## config.mk

```make
export PLATFORM = sky130hd
export DESIGN_NAME = ofdm_subcarrier_mapper
export DESIGN_NICKNAME = d
export VERILOG_FILES = /design/src/rtl/map_pkg.sv /design/src/rtl/pilot_prbs.sv /design/src/rtl/ofdm_subcarrier_mapper.sv
export SDC_FILE = /design/constraint.sdc
export NUM_CORES = 1
export LEC_CHECK = 0
export ABC_CLOCK_PERIOD_IN_PS = 2200
export CAP_MARGIN = 20
export CORE_MARGIN = 10
export CORE_UTILIZATION = 30
export CTS_BUF_LIST = sky130_fd_sc_hd__clkbuf_8 sky130_fd_sc_hd__clkbuf_16
export CTS_CLUSTER_SIZE = 10
export DETAILED_ROUTE_END_ITERATION = 8
export SLEW_MARGIN = 25
export SYNTH_ARGS = -nofsm -noshare
export SYNTH_HDL_FRONTEND = slang
export SYNTH_HIERARCHICAL = 1
export SYNTH_SLANG_ARGS = --single-unit
```

## constraint.sdc

```tcl
create_clock -name clk -period 2.2 [get_ports clk]
set_input_delay 0.55 -clock clk [delete_from_list [all_inputs] [get_ports clk]]
set_output_delay 0.55 -clock clk [all_outputs]
set_load 0.03 [all_outputs]
```

## src/rtl/map_pkg.sv

```systemverilog
// ============================================================================
// map_pkg : shared types for the OFDM pilot/data map consumers
// Rev 1.0
// ============================================================================
`default_nettype none

package map_pkg;

    localparam int IQ_DW = 16;

    typedef enum logic [1:0] {
        MC_NULL  = 2'b00,
        MC_DATA  = 2'b01,
        MC_PILOT = 2'b10,
        MC_RSVD  = 2'b11
    } map_code_t;

    typedef enum logic [1:0] {
        ST_IDLE  = 2'b00,
        ST_PRIME = 2'b01,
        ST_RUN   = 2'b10
    } state_t;

    typedef struct packed {
        logic signed [IQ_DW-1:0] i;
        logic signed [IQ_DW-1:0] q;
    } iq_t;

endpackage

`default_nettype wire

```

## src/rtl/pilot_prbs.sv

```systemverilog
// ============================================================================
// pilot_prbs : x^11+x^2+1 Fibonacci LFSR giving the BPSK pilot sign
// Rev 1.0
// ============================================================================
`default_nettype none

module pilot_prbs #(
    parameter logic [10:0] SEED = 11'h7FF
) (
    input  logic clk,
    input  logic rst_n,
    input  logic load,
    input  logic advance,
    output logic neg
);

    logic [10:0] r_lfsr;

    // Load wins over advance so a pilot on the last bin never corrupts the next seed.
    always_ff @(posedge clk or negedge rst_n) begin
        if (!rst_n) begin
            r_lfsr <= SEED;
        end else if (load) begin
            r_lfsr <= SEED;
        end else if (advance) begin
            r_lfsr <= {r_lfsr[0] ^ r_lfsr[2], r_lfsr[10:1]};
        end
    end

    assign neg = r_lfsr[0];

endmodule

`default_nettype wire

```

## src/rtl/ofdm_subcarrier_mapper.sv

```systemverilog
// ============================================================================
// ofdm_subcarrier_mapper : walks map ROM bins and builds the IFFT input stream
// Rev 1.0
// ============================================================================
`default_nettype none

module ofdm_subcarrier_mapper
    import map_pkg::*;
#(
    parameter int                   DW        = 16,
    parameter int                   FFTSIZE   = 1024,
    parameter int                   ADDR_W    = 10,
    parameter logic signed [DW-1:0] PILOT_AMP = 16'sd11585,
    parameter logic [10:0]          PRBS_SEED = 11'h7FF
) (
    input  logic                 clk,
    input  logic                 rst_n,
    input  logic                 en,
    input  logic [2:0]           index_bw,
    output logic [2:0]           map_index_bw,
    output logic [ADDR_W-1:0]    map_addr,
    input  logic [1:0]           map_code,
    input  logic signed [DW-1:0] in_i,
    input  logic signed [DW-1:0] in_q,
    input  logic                 in_valid,
    output logic                 in_ready,
    output logic signed [DW-1:0] out_i,
    output logic signed [DW-1:0] out_q,
    output logic                 out_valid,
    input  logic                 out_ready,
    output logic                 out_last,
    output logic [ADDR_W-1:0]    out_bin,
    output logic                 busy
);

    state_t                r_state;
    state_t                w_state_nxt;
    logic [ADDR_W-1:0]     r_bin;
    logic [ADDR_W-1:0]     w_bin_inc;
    map_code_t             w_code;
    logic                  w_run;
    logic                  w_out_free;
    logic                  w_adv;
    logic                  w_last_bin;
    logic                  w_start;
    logic                  w_wrap_load;
    logic                  w_pilot_neg;
    logic signed [DW-1:0]  w_smp_i;
    logic signed [DW-1:0]  w_smp_q;

    assign w_code      = map_code_t'(map_code);
    assign w_run       = (r_state == ST_RUN);
    assign w_out_free  = !out_valid || out_ready;
    assign w_adv       = w_run && w_out_free && ((w_code != MC_DATA) || in_valid);
    assign w_last_bin  = (r_bin == ADDR_W'(FFTSIZE - 1));
    assign w_bin_inc   = w_last_bin ? '0 : r_bin + ADDR_W'(1);
    assign w_start     = (r_state == ST_IDLE) && en;
    assign w_wrap_load = w_adv && w_last_bin && en;

    // Lookahead keeps the registered ROM output aligned with r_bin, stalled or not.
    assign map_addr = w_adv ? w_bin_inc : r_bin;
    assign in_ready = w_run && (w_code == MC_DATA) && w_out_free;
    assign busy     = (r_state != ST_IDLE);

    always_ff @(posedge clk or negedge rst_n) begin
        if (!rst_n) begin
            r_state <= ST_IDLE;
        end else begin
            r_state <= w_state_nxt;
        end
    end

    always_comb begin
        w_state_nxt = r_state;
        unique case (r_state)
            ST_IDLE:  if (en) w_state_nxt = ST_PRIME;
            ST_PRIME: w_state_nxt = ST_RUN;
            ST_RUN:   if (w_adv && w_last_bin && !en) w_state_nxt = ST_IDLE;
            default:  w_state_nxt = ST_IDLE;
        endcase
    end

    always_ff @(posedge clk or negedge rst_n) begin
        if (!rst_n) begin
            r_bin        <= '0;
            map_index_bw <= '0;
        end else begin
            if (w_adv) begin
                r_bin <= w_bin_inc;
            end
            if (w_start || w_wrap_load) begin
                map_index_bw <= index_bw;
            end
        end
    end

    pilot_prbs #(
        .SEED (PRBS_SEED)
    ) u_pilot_prbs (
        .clk     (clk),
        .rst_n   (rst_n),
        .load    (w_start || w_wrap_load),
        .advance (w_adv && (w_code == MC_PILOT)),
        .neg     (w_pilot_neg)
    );

    // Null and reserved/DC bins both fall through to zero.
    always_comb begin
        w_smp_i = '0;
        w_smp_q = '0;
        case (w_code)
            MC_DATA: begin
                w_smp_i = in_i;
                w_smp_q = in_q;
            end
            MC_PILOT: begin
                w_smp_i = w_pilot_neg ? -PILOT_AMP : PILOT_AMP;
            end
            default: ;
        endcase
    end

    always_ff @(posedge clk or negedge rst_n) begin
        if (!rst_n) begin
            out_valid <= 1'b0;
            out_i     <= '0;
            out_q     <= '0;
            out_bin   <= '0;
            out_last  <= 1'b0;
        end else if (w_adv) begin
            out_valid <= 1'b1;
            out_i     <= w_smp_i;
            out_q     <= w_smp_q;
            out_bin   <= r_bin;
            out_last  <= w_last_bin;
        end else if (out_ready) begin
            out_valid <= 1'b0;
        end
    end

endmodule

`default_nettype wire

```

==> results.toml <==
[timing]
holdWs_ns = 0.2159
setup_viol = 10
tightest_slew_ns = 0.5862
slew_violations = 0
rsz0062_at_grt = "yes"
hold_violations = 0
totalNegativeSetupSlack_ns = -1.394
layout_setup_ws_ns = -0.2042
fin_crit_sh = 1.093
finClkSkew_ns = 0.01667
maxSlewHeadroom = 0.6092
min_period_ns = 2.404
max_freq_mhz = 415.9

[yosys]
synth_fa_ha_area_frac = 0.01208
synth_warnings = 6
syn-cell-area_um2 = 3108
synth-compound-area-share = 0.1550
synth-simple-area-share = 0.1779
synth_seq_area_share = 0.5680
synth_edf_count = 0
muxShareOfSynthArea = 0.03543
synth_xor_area_frac = 0.01409
syn_inst = 286
synth_area_per_cell_um2 = 10.87
synthArstFlopShare = 1.000
synth_top_family_by_area = "simple AND/OR/NAND/NOR gates"
mappedNetlistNets = 331
ys_ff_latch = 70
synth_cell_types = 42
synth-main-ff-cell = "dfrtp_1"

[floorplan]
dieHeight_um = 121.8
start_util = 0.3038
io_pins = 101
core_region_area_um2 = 10230
dieArea_um2 = 14830
die-width_um = 121.8
rows = 37

[worst_setup_path]
rr_startpoint = "r_state[0]"
crit_type = "register to primary output"
worstSetupStartpoint = "r_bin[1]"
critPathTopFamily = "simple AND/OR/NAND/NOR gates"
crit_buf_inv = 2
worst-path-max-fanout = 4
arrival_ns = 1.85
crit_top_cell = "buf_6"
start_kind = "register"
cpPeakStageDelay_ns = 0.42
critPathRequiredTime_ns = 1.65
crit_chain = "buf_6 -> and4_4 -> and4_1 -> nor4b_4 -> a21o_1 -> buf_6"
cpMaxStageDelayCell = "dfrtp_1"
endpoint_kind = "primary output"

[finish]
syn_to_final_growth_pct = 63.77
drive_above_1_share = 0.2903
final_core_util = 0.4975
final_nets = 474
fillers = 948
final_cell_mix = "clkdlybuf4s50_1 (83), nand2_1 (74), dfrtp_1 (57)"
final_common_cell = "clkdlybuf4s50_1"
n_antenna_cell = 0

[placement]
place_ws_ns = -0.7653
gp_congestion = 0.7545
io_buffers = 100
dp_hpwl_um = 6175

[power_and_ir_drop]
pwr_density_cell_nw_per_um2 = 955.4
combPwrFrac = 0.393
switching_share = 0.3495
power.leakage_nw = 2.379
p_switching_w = 0.001699
p_clk_frac = 0.238
peakVddDrop_v = 0.0005281
internal_power_w = 0.003163
seq_power_share = 0.369

[global_routing]
antenna_found_initial = 1
grtUsageMet1 = 0.1431
grt_pass1_vias = 2728
track_usage = 0.1173
grt_overflow = 0
busiest_layer = "met2"
grt_pass1_wl_um = 13950
grt_max_degree = 71
grt_util_met3 = 0.04302
met2_usage = 0.1834

[clocking]
cts_max_level = 3
cts_tree = "yes"
clock_path_buffers = 2
clk_pin_slew_ns = 0.09
cts_root_buf = "clkbuf_8"
numCtsBuffers = 9
numClockSinks = 70
hold_buffers = 0
clk-insertion-delay-late_ns = 0.35

[hold_path]
min_path_type = "primary input to asynchronous set/reset pin"

[detailed_routing]
drc = 0
totalWireLength_um = 8808
routedWlPerCell_um = 15.45
ant_nets = 0
first_iter_violations = 131
vias_per_cell = 4.598
drtPass1Iterations = 4
vias = 2621

[status]
status = "finished with violations"
violations = "negative setup slack"

[job]
drv_cap = 0
-- sequential cells by signal, summed over array words and instances (netlist names) --
signal               flops
map_index_bw             3
out_bin                 10
out_i                   16
out_last                 1
out_q                   16
out_valid                1
r_bin                   10
r_state                  2
u_pilot_prbs/r_lfsr     11
-- area by class of cell --
class                           instances  area (um2)  share of cell area
Sequential cell                        70        1768              0.3473
Multi-Input combinational cell        193        1463              0.2874
Inverter                                5       31.28            0.006146
Tap cell                              136       170.2             0.03343
Clock buffer                            9       123.9             0.02434
Timing Repair Buffer                  150        1435              0.2820
Clock inverter                          7       98.84             0.01942
-- synth_stat cells (2+ instances only) --
library cell	number	area [um2]
nor3_1	2	10.01
a211oi_1	15	112.6
dfrtp_1	59	1476
nand3_1	5	25.02
or3_1	2	12.51
buf_2	12	60.06
a21o_1	17	127.6
o221ai_1	3	26.28
and3_1	2	12.51
nand2b_1	7	43.79
inv_1	5	18.77
xnor2_1	2	17.52
nor2_1	2	7.510
o31ai_1	3	22.52
nor3_2	2	20.02
clkbuf_1	5	18.77
and2_1	3	18.77
a31oi_1	2	12.51
a22o_1	16	140.1
ha_1	3	37.54
mux2i_1	11	110.1
xor2_1	3	26.28
dfstp_2	11	289.0
nand2_1	76	285.3
-- per-stage QoR --
step | power, W | std cells | cell area, um2
final | 0.004863 | 570 | 5090
after global routing | 0.005120 | 570 | 5090
after CTS | 0.004826 | 559 | 4952
after detailed placement | 0.003388 | 532 | 4521
after global placement | 0.003372 | 532 | 4521
after floorplan | 0.002641 | 286 | 3224
-- timing repair --
item                                    4_1_cts  5_1_grt
endpoints found under the hold margin         0        0
pin swaps                                    16       10
gates cloned                                  1        0
resized for setup                            40       11
endpoints found under the setup margin       14       10
buffers inserted                             10       11
-- final timing paths --
check,end,slack [ns],cells past startpoint
setup / recovery,map_addr[7],-0.20,6
hold / removal,out_i[8],0.22,2
setup reg to reg,u_pilot_prbs/r_lfsr[4],0.36,8
hold reg to reg,out_bin[6],0.47,2
max in group asynchronous,u_pilot_prbs/r_lfsr[0],1.65,2
min in group clk,out_bin[6],0.47,2
-- kinds of logic after synthesis --
kind of cell / count (synthesis)
buf+inv: 24
fa+ha+maj: 3
compound gates: 62
mux: 11
xor+xnor: 5
simple gates: 111
flops: 70
-- metal layers --
metal / wire length, um / up-vias
met5: 20 / -
met4: 183 / 2
met3: 553 / 15
met2: 4377 / 61
met1: 3673 / 1255
li1: - / 1288
-- power by group through the flow --
stage	clock [W]	combinational [W]	sequential, W
after floorplan	0	0.000643	0.00200
after detailed placement	0	0.00160	0.00179
after global placement	0	0.00158	0.00179
after global routing	0.00125	0.00204	0.00183
final	0.00116	0.00191	0.00179
after CTS	0.00120	0.00183	0.00180
Note: power is estimated with default switching activity, not from simulation.
